File: config.mk
export PLATFORM = sky130hd
export DESIGN_NAME = seq_detector_param
export DESIGN_NICKNAME = d
export VERILOG_FILES = /design/src/rtl/seq_det_pkg.sv /design/src/rtl/seq_det_sat_counter.sv /design/src/rtl/seq_detector_param.sv
export SDC_FILE = /design/constraint.sdc
export NUM_CORES = 1
export LEC_CHECK = 0
export CORE_UTILIZATION = 40
export DETAILED_ROUTE_END_ITERATION = 16
export GPL_TIMING_DRIVEN = 0
export MAX_ROUTING_LAYER = met4
export PLACE_DENSITY = 0.74
export RECOVER_POWER = 100
export SLEW_MARGIN = 20
export SYNTH_ARGS = -nofsm -noshare
export SYNTH_HDL_FRONTEND = slang
export SYNTH_SLANG_ARGS = --single-unit
File: constraint.sdc
create_clock -name clk -period 3.5 [get_ports clk]
set_clock_uncertainty 0.05 [all_clocks]
set_input_delay 0.875 -clock clk [delete_from_list [all_inputs] [get_ports clk]]
set_output_delay 0.875 -clock clk [all_outputs]
set_load 0.02 [all_outputs]
File: src/rtl/seq_det_pkg.sv
// Shared types and sizing helpers for the parametrised serial sequence detector.
package seq_det_pkg;

  typedef enum logic {
    MODE_NONOVL = 1'b0,
    MODE_OVL    = 1'b1
  } mode_e;

  // Width able to hold every length from 0 to max_len inclusive.
  function automatic int len_w(input int max_len);
    return $clog2(max_len) + 1;
  endfunction

endpackage

File: src/rtl/seq_det_sat_counter.sv
// Saturating up-counter with a synchronous clear that wins over a simultaneous increment.
module seq_det_sat_counter #(
  parameter int CNT_W = 8
) (
  input  logic             clk,
  input  logic             rst_n,
  input  logic             clr,
  input  logic             inc,
  output logic [CNT_W-1:0] count
);

  always_ff @(posedge clk or negedge rst_n) begin
    if (!rst_n) begin
      count <= '0;
    end else if (clr) begin
      count <= '0;
    end else if (inc && (count != '1)) begin
      count <= count + CNT_W'(1);
    end
  end

endmodule

File: src/rtl/seq_detector_param.sv
// Runtime-programmable serial pattern detector (1..MAX_LEN bits, overlapping or not)
// with a registered match pulse and a saturating match counter.
module seq_detector_param
  import seq_det_pkg::*;
#(
  parameter int                 MAX_LEN     = 8,
  parameter int                 CNT_W       = 8,
  parameter logic [MAX_LEN-1:0] DEF_PATTERN = 8'b0000_1001,
  parameter int                 DEF_LEN     = 4,
  parameter bit                 DEF_OVERLAP = 1'b0,
  localparam int                LEN_W       = len_w(MAX_LEN)
) (
  input  logic               clk,
  input  logic               rst_n,
  input  logic               cfg_load,
  input  logic [MAX_LEN-1:0] cfg_pattern,
  input  logic [LEN_W-1:0]   cfg_len,
  input  logic               cfg_overlap,
  input  logic               din_valid,
  input  logic               din,
  input  logic               cnt_clear,
  output logic               match,
  output logic [CNT_W-1:0]   match_count,
  output logic               cfg_len_err
);

  // Stream handshake: a bit is consumed on a rising edge when din_valid=1 and
  // cfg_load=0. There is no ready; the detector accepts every qualified bit.

  logic [MAX_LEN-1:0] pattern_q;
  logic [LEN_W-1:0]   len_q;
  mode_e              mode_q;
  // The oldest history bit is never compared, so only MAX_LEN-1 bits are kept.
  logic [MAX_LEN-2:0] hist_q;
  logic [LEN_W-1:0]   fill_q;
  logic               match_q;
  logic               len_err_q;

  logic [MAX_LEN-1:0] cand;
  logic [MAX_LEN-1:0] mask;
  logic [LEN_W-1:0]   fill_d;
  logic [LEN_W-1:0]   len_clamped;
  logic               hit;
  logic               take;

  assign take = din_valid && !cfg_load;

  always_comb begin
    cand = {hist_q, din};
    mask = '0;
    for (int i = 0; i < MAX_LEN; i++) begin
      mask[i] = (LEN_W'(i) < len_q);
    end
    hit = (len_q != '0)
       && (({1'b0, fill_q} + (LEN_W+1)'(1)) >= {1'b0, len_q})
       && (((cand ^ pattern_q) & mask) == '0);

    len_clamped = (cfg_len > LEN_W'(MAX_LEN)) ? LEN_W'(MAX_LEN) : cfg_len;

    fill_d = fill_q;
    if (hit) begin
      fill_d = (mode_q == MODE_OVL) ? len_q : '0;
    end else if (fill_q < len_q) begin
      fill_d = fill_q + LEN_W'(1);
    end
  end

  always_ff @(posedge clk or negedge rst_n) begin
    if (!rst_n) begin
      pattern_q <= DEF_PATTERN;
      len_q     <= LEN_W'(DEF_LEN);
      mode_q    <= mode_e'(DEF_OVERLAP);
      len_err_q <= 1'b0;
      hist_q    <= '0;
      fill_q    <= '0;
      match_q   <= 1'b0;
    end else if (cfg_load) begin
      pattern_q <= cfg_pattern;
      len_q     <= len_clamped;
      mode_q    <= mode_e'(cfg_overlap);
      len_err_q <= (len_clamped == '0);
      hist_q    <= '0;
      fill_q    <= '0;
      match_q   <= 1'b0;
    end else if (din_valid) begin
      hist_q    <= cand[MAX_LEN-2:0];
      fill_q    <= fill_d;
      match_q   <= hit;
    end else begin
      match_q   <= 1'b0;
    end
  end

  seq_det_sat_counter #(
    .CNT_W (CNT_W)
  ) u_cnt (
    .clk   (clk),
    .rst_n (rst_n),
    .clr   (cnt_clear),
    .inc   (take && hit),
    .count (match_count)
  );

  assign match       = match_q;
  assign cfg_len_err = len_err_q;

endmodule
==> summary.md <==
| Metric | Value |
|---|---|
| Internal Dissipation | around 650 uW |
| Part of the Yosys area used for sequential elements | between 40% and 50% |
| RSZ-0062 raised after global routing | false |
| Via count | between 1500 and 2000 |
| Maximum clock path buffer count | 2 |
| Post CTS Setup Buffer Count | 0 |
| Area growth syn-to-layout | 21.6% |
| Cell at the slowest stage of the critical path | sky130_fd_sc_hd__or4_4 |
| Die extent in x | slightly above 70 um |
| Placer Congestion | roughly 0.87 |
| Resize count post-CTS | 0 |
| Delay contributed by the slowest stage of the critical path | about 0.54 ns |
| Area fraction of the dominant cell type after synthesis | 39.8% |
| Count of mapped cells out of synthesis | between 150 and 200 |
| Die span in y | approximately 72 um |
| Total gr overflow | 0 |
| Tightest Hold Check Type | in2async |
| Most frequent cells after synthesis | sky130_fd_sc_hd__dfrtp_1 (31), sky130_fd_sc_hd__nand2_1 (14), sky130_fd_sc_hd__a21oi_1 (12), sky130_fd_sc_hd__mux2_2 (12), sky130_fd_sc_hd__inv_1 (11) |
| IR drop worst, VDD | 0.181 mV |
| Switching power summed over all nets | 238 uW |
| Initial antenna violation count | 0 |
| Post-synthesis net count | 222 |
| Clock tree from TritonCTS | done |
| Clock sinks | 34 |
| Via density per instance | ~5.5 |
| Measured slew at the worst slew-check pin | about 1.6 ns |
| Vias in the first global route | between 1000 and 1500 |
| FP Rows | 25 |
| Main area contributors after synthesis | sky130_fd_sc_hd__dfrtp_1 (40%), sky130_fd_sc_hd__mux2_2 (6.9%), sky130_fd_sc_hd__ha_1 (6.4%) |
| Number of iterations in the first detailed-routing pass | 4 |
| Setup crit end kind | register |
| Failing checks | capacitance limit, slew limit |
| Hold Fails Final Rpt | 0 |
| Area inside the core boundary | about 4700 sq um |
| Maximum Capacitance Violations | 1 |
| Tot Pwr | approximately 890 uW |
| Data required time at the worst endpoint | about 3.6 ns |
| Depth of the worst register-to-register path | 9 |
| Layout cells sized above 1 | between 10% and 20% |
| Hold-fix buffer count after cts | 0 |
| Die footprint | a little over 5000 sq um |
| Clk root buf | sky130_fd_sc_hd__clkbuf_8 |
| Utilization after layout | 50.6% |
| Signal arrival time at the worst endpoint | approximately 3.4 ns |
| Clock H-tree levels | 2 |
| CTS buffer count | 5 |
| Mapped Area | a little under 2000 sq um |
| Achievable clock frequency | roughly 300 MHz |
| Top-level port count | 29 |
| Switching Fraction | around a quarter |
| Startpoint kind of the worst setup timing path | input pin |
| Final setup viols | 0 |
| Largest driver fanout on the critical path | 10 |
| Most used standard cell by instance count after synthesis | sky130_fd_sc_hd__dfrtp_1 |
| Worst path cell trace | clkdlybuf4s50_1 -> xnor2_1 -> o211ai_1 -> or4_1 -> or4_4 -> buf_6 -> a21oi_1 -> mux2_2 |
| Number of I/O port buffers | 27 |
| Worst hold-check slack | about 0.4 ns |
| Wire length of the first global-routing pass | ~6700 um |
| Result of the run | finished with violations |
| Drt drc | 0 |
| Post-route fraction of the period consumed by the critical path | between 90% and 100% |
| Antenna Cells | 0 |
| All-Layer GR Usage | approximately 17% |
| Number of distinct library cell variants in the gate-level netlist after synthesis | 42 |
| Seq pwr share | slightly below 50% |
| Cell area power density | 376 nW/um^2 |
| Part of the total power dissipated in combinational logic | 17.7% |
| Number of nets still failing antenna checks after routing | 0 |
| Initial drt markers | 93 |
| Number of filler cells placed in the layout | between 400 and 500 |
| Ys async rst share | between 90% and 100% |
| Post-synth EDFFs | 0 |
| Setup TNS after final layout | 0 ns |
| Top FF cell, synth | sky130_fd_sc_hd__dfrtp_1 |
| HPWL after detailed placement | around 2900 um |
| Synthesized area divided by synthesized cell count | slightly above 10 sq um |
| Post-place instance area | 2300 sq um |
| Routed wire length per instance | 13.9 um |
| Final-report max-slew violation count | 30 |
| Post-layout net count | 257 |
| Critical path class | in2reg |
| Worst relative slew slack | -4.07% |
| Largest net degree at the start of global routing | 30 |
| Post-route cell area | 2370 sq um |
| Total leakage power | between 0.001 and 0.0015 uW |
| Seq cells post-synth | 34 |
| Total wirelength of the detailed-routed design | about 4000 um |
| Clock power share | roughly 33% |
| Most area-hungry cell type in the Yosys netlist | sky130_fd_sc_hd__dfrtp_1 |
| Yosys warnings | 0 |
| Effective utilization at floorplan | a little over 40% |
| Skew-Pair Late Insertion Delay | approximately 0.28 ns |
| Final critical delay including setup and external delays | 3.29 ns |
| Clock slew at reported path FFs | around 0.07 ns |
[layout by cell type, fill, tap and decap left out, types with 9 or more instances in the layout]
master	Yosys	layout
sky130_fd_sc_hd__a21oi_1	12	12
sky130_fd_sc_hd__clkbuf_1	4	9
sky130_fd_sc_hd__clkdlybuf4s50_1	0	15
sky130_fd_sc_hd__dfrtp_1	31	31
sky130_fd_sc_hd__dlygate4sd3_1	0	11
sky130_fd_sc_hd__ha_1	10	10
sky130_fd_sc_hd__inv_1	11	11
sky130_fd_sc_hd__mux2_2	12	12
sky130_fd_sc_hd__nand2_1	14	14
sky130_fd_sc_hd__nor2_1	10	10
[flip-flops by register name, indices dropped and copies added, names as in the netlist]
register and flops:
cfg_len_err 1, pattern_q 8, hist_q 7, fill_q 4, u_cnt.count 8, match 1
mode_q 1, len_q 4
[power by group through the flow]
stage          combinational [uW]  sequential [uW]  clock [uW]
6_report                      158              440         294
5_1_grt                       180              443         324
4_1_cts                       164              440         303
3_5_place_dp                  163              447           0
3_3_place_gp                  157              447           0
2_1_floorplan                 106              441           0
[kinds of logic (layout without fill, tap and decap cells)]
logic type | Yosys count | after routing | share of synthesized area [%]
AND/OR/NAND/NOR | 57 | 57 | 15.8
AO/OA/AOI/OAI | 43 | 43 | 14.0
flip-flops | 34 | 34 | 43.8
multiplexers | 20 | 20 | 11.0
buffers and inverters | 19 | 55 | 4.43
adder cells (fa/ha/maj) | 10 | 10 | 6.41
XOR/XNOR | 10 | 10 | 4.49
[worst max-delay path: cells and delay by family]
family | cells | cell delay (ns)
AO/OA/AOI/OAI | 2 | 0.35
XOR/XNOR | 1 | 0.13
buffers and inverters | 2 | 0.65
multiplexers | 1 | 0.37
AND/OR/NAND/NOR | 2 | 1.03
[final timing paths]
kind	startpoint	slack (ns)	to
max in group asynchronous	rst_n	1.24	pattern_q[7]$_DFFE_PN0P_
min in group clk	cfg_len_err$_DFFE_PN0P_	0.45	cfg_len_err$_DFFE_PN0P_
max	din	0.21	u_cnt.count[0]$_DFFE_PN0P_
max reg2reg	fill_q[0]$_DFFE_PN0P_	0.58	u_cnt.count[0]$_DFFE_PN0P_
min reg2reg	cfg_len_err$_DFFE_PN0P_	0.45	cfg_len_err$_DFFE_PN0P_
min	rst_n	0.40	match$_DFF_PN0_
[through the flow]
step | instances | setup WS (ns)
3_3_place_gp | 274 | -0.0428
2_1_floorplan | 193 | 0.567
3_5_place_dp | 275 | -0.0524
5_1_grt | 283 | 0.102
6_report | 283 | 0.206
4_1_cts | 283 | 0.244
[layout make-up]
class,instances,area [sq um],share of cell area (%)
multi-input combinational,140,1010,42.4
sequential,34,855,36.0
clock buffer,8,90.1,3.80
inverter,11,41.3,1.74
tap,54,67.6,2.85
timing repair buffer,28,268,11.3
buffer,8,45.0,1.90
[per-layer routing]
metal	global-route usage, %	share of wire [%]	vias to the layer above
li1	-	-	775
met1	23.4	47	755
met2	25.9	48	34
met3	4.22	4.3	6
met4	5.88	1.4	0
met5	-	0	-
Note: power is estimated with default switching activity, not from simulation.
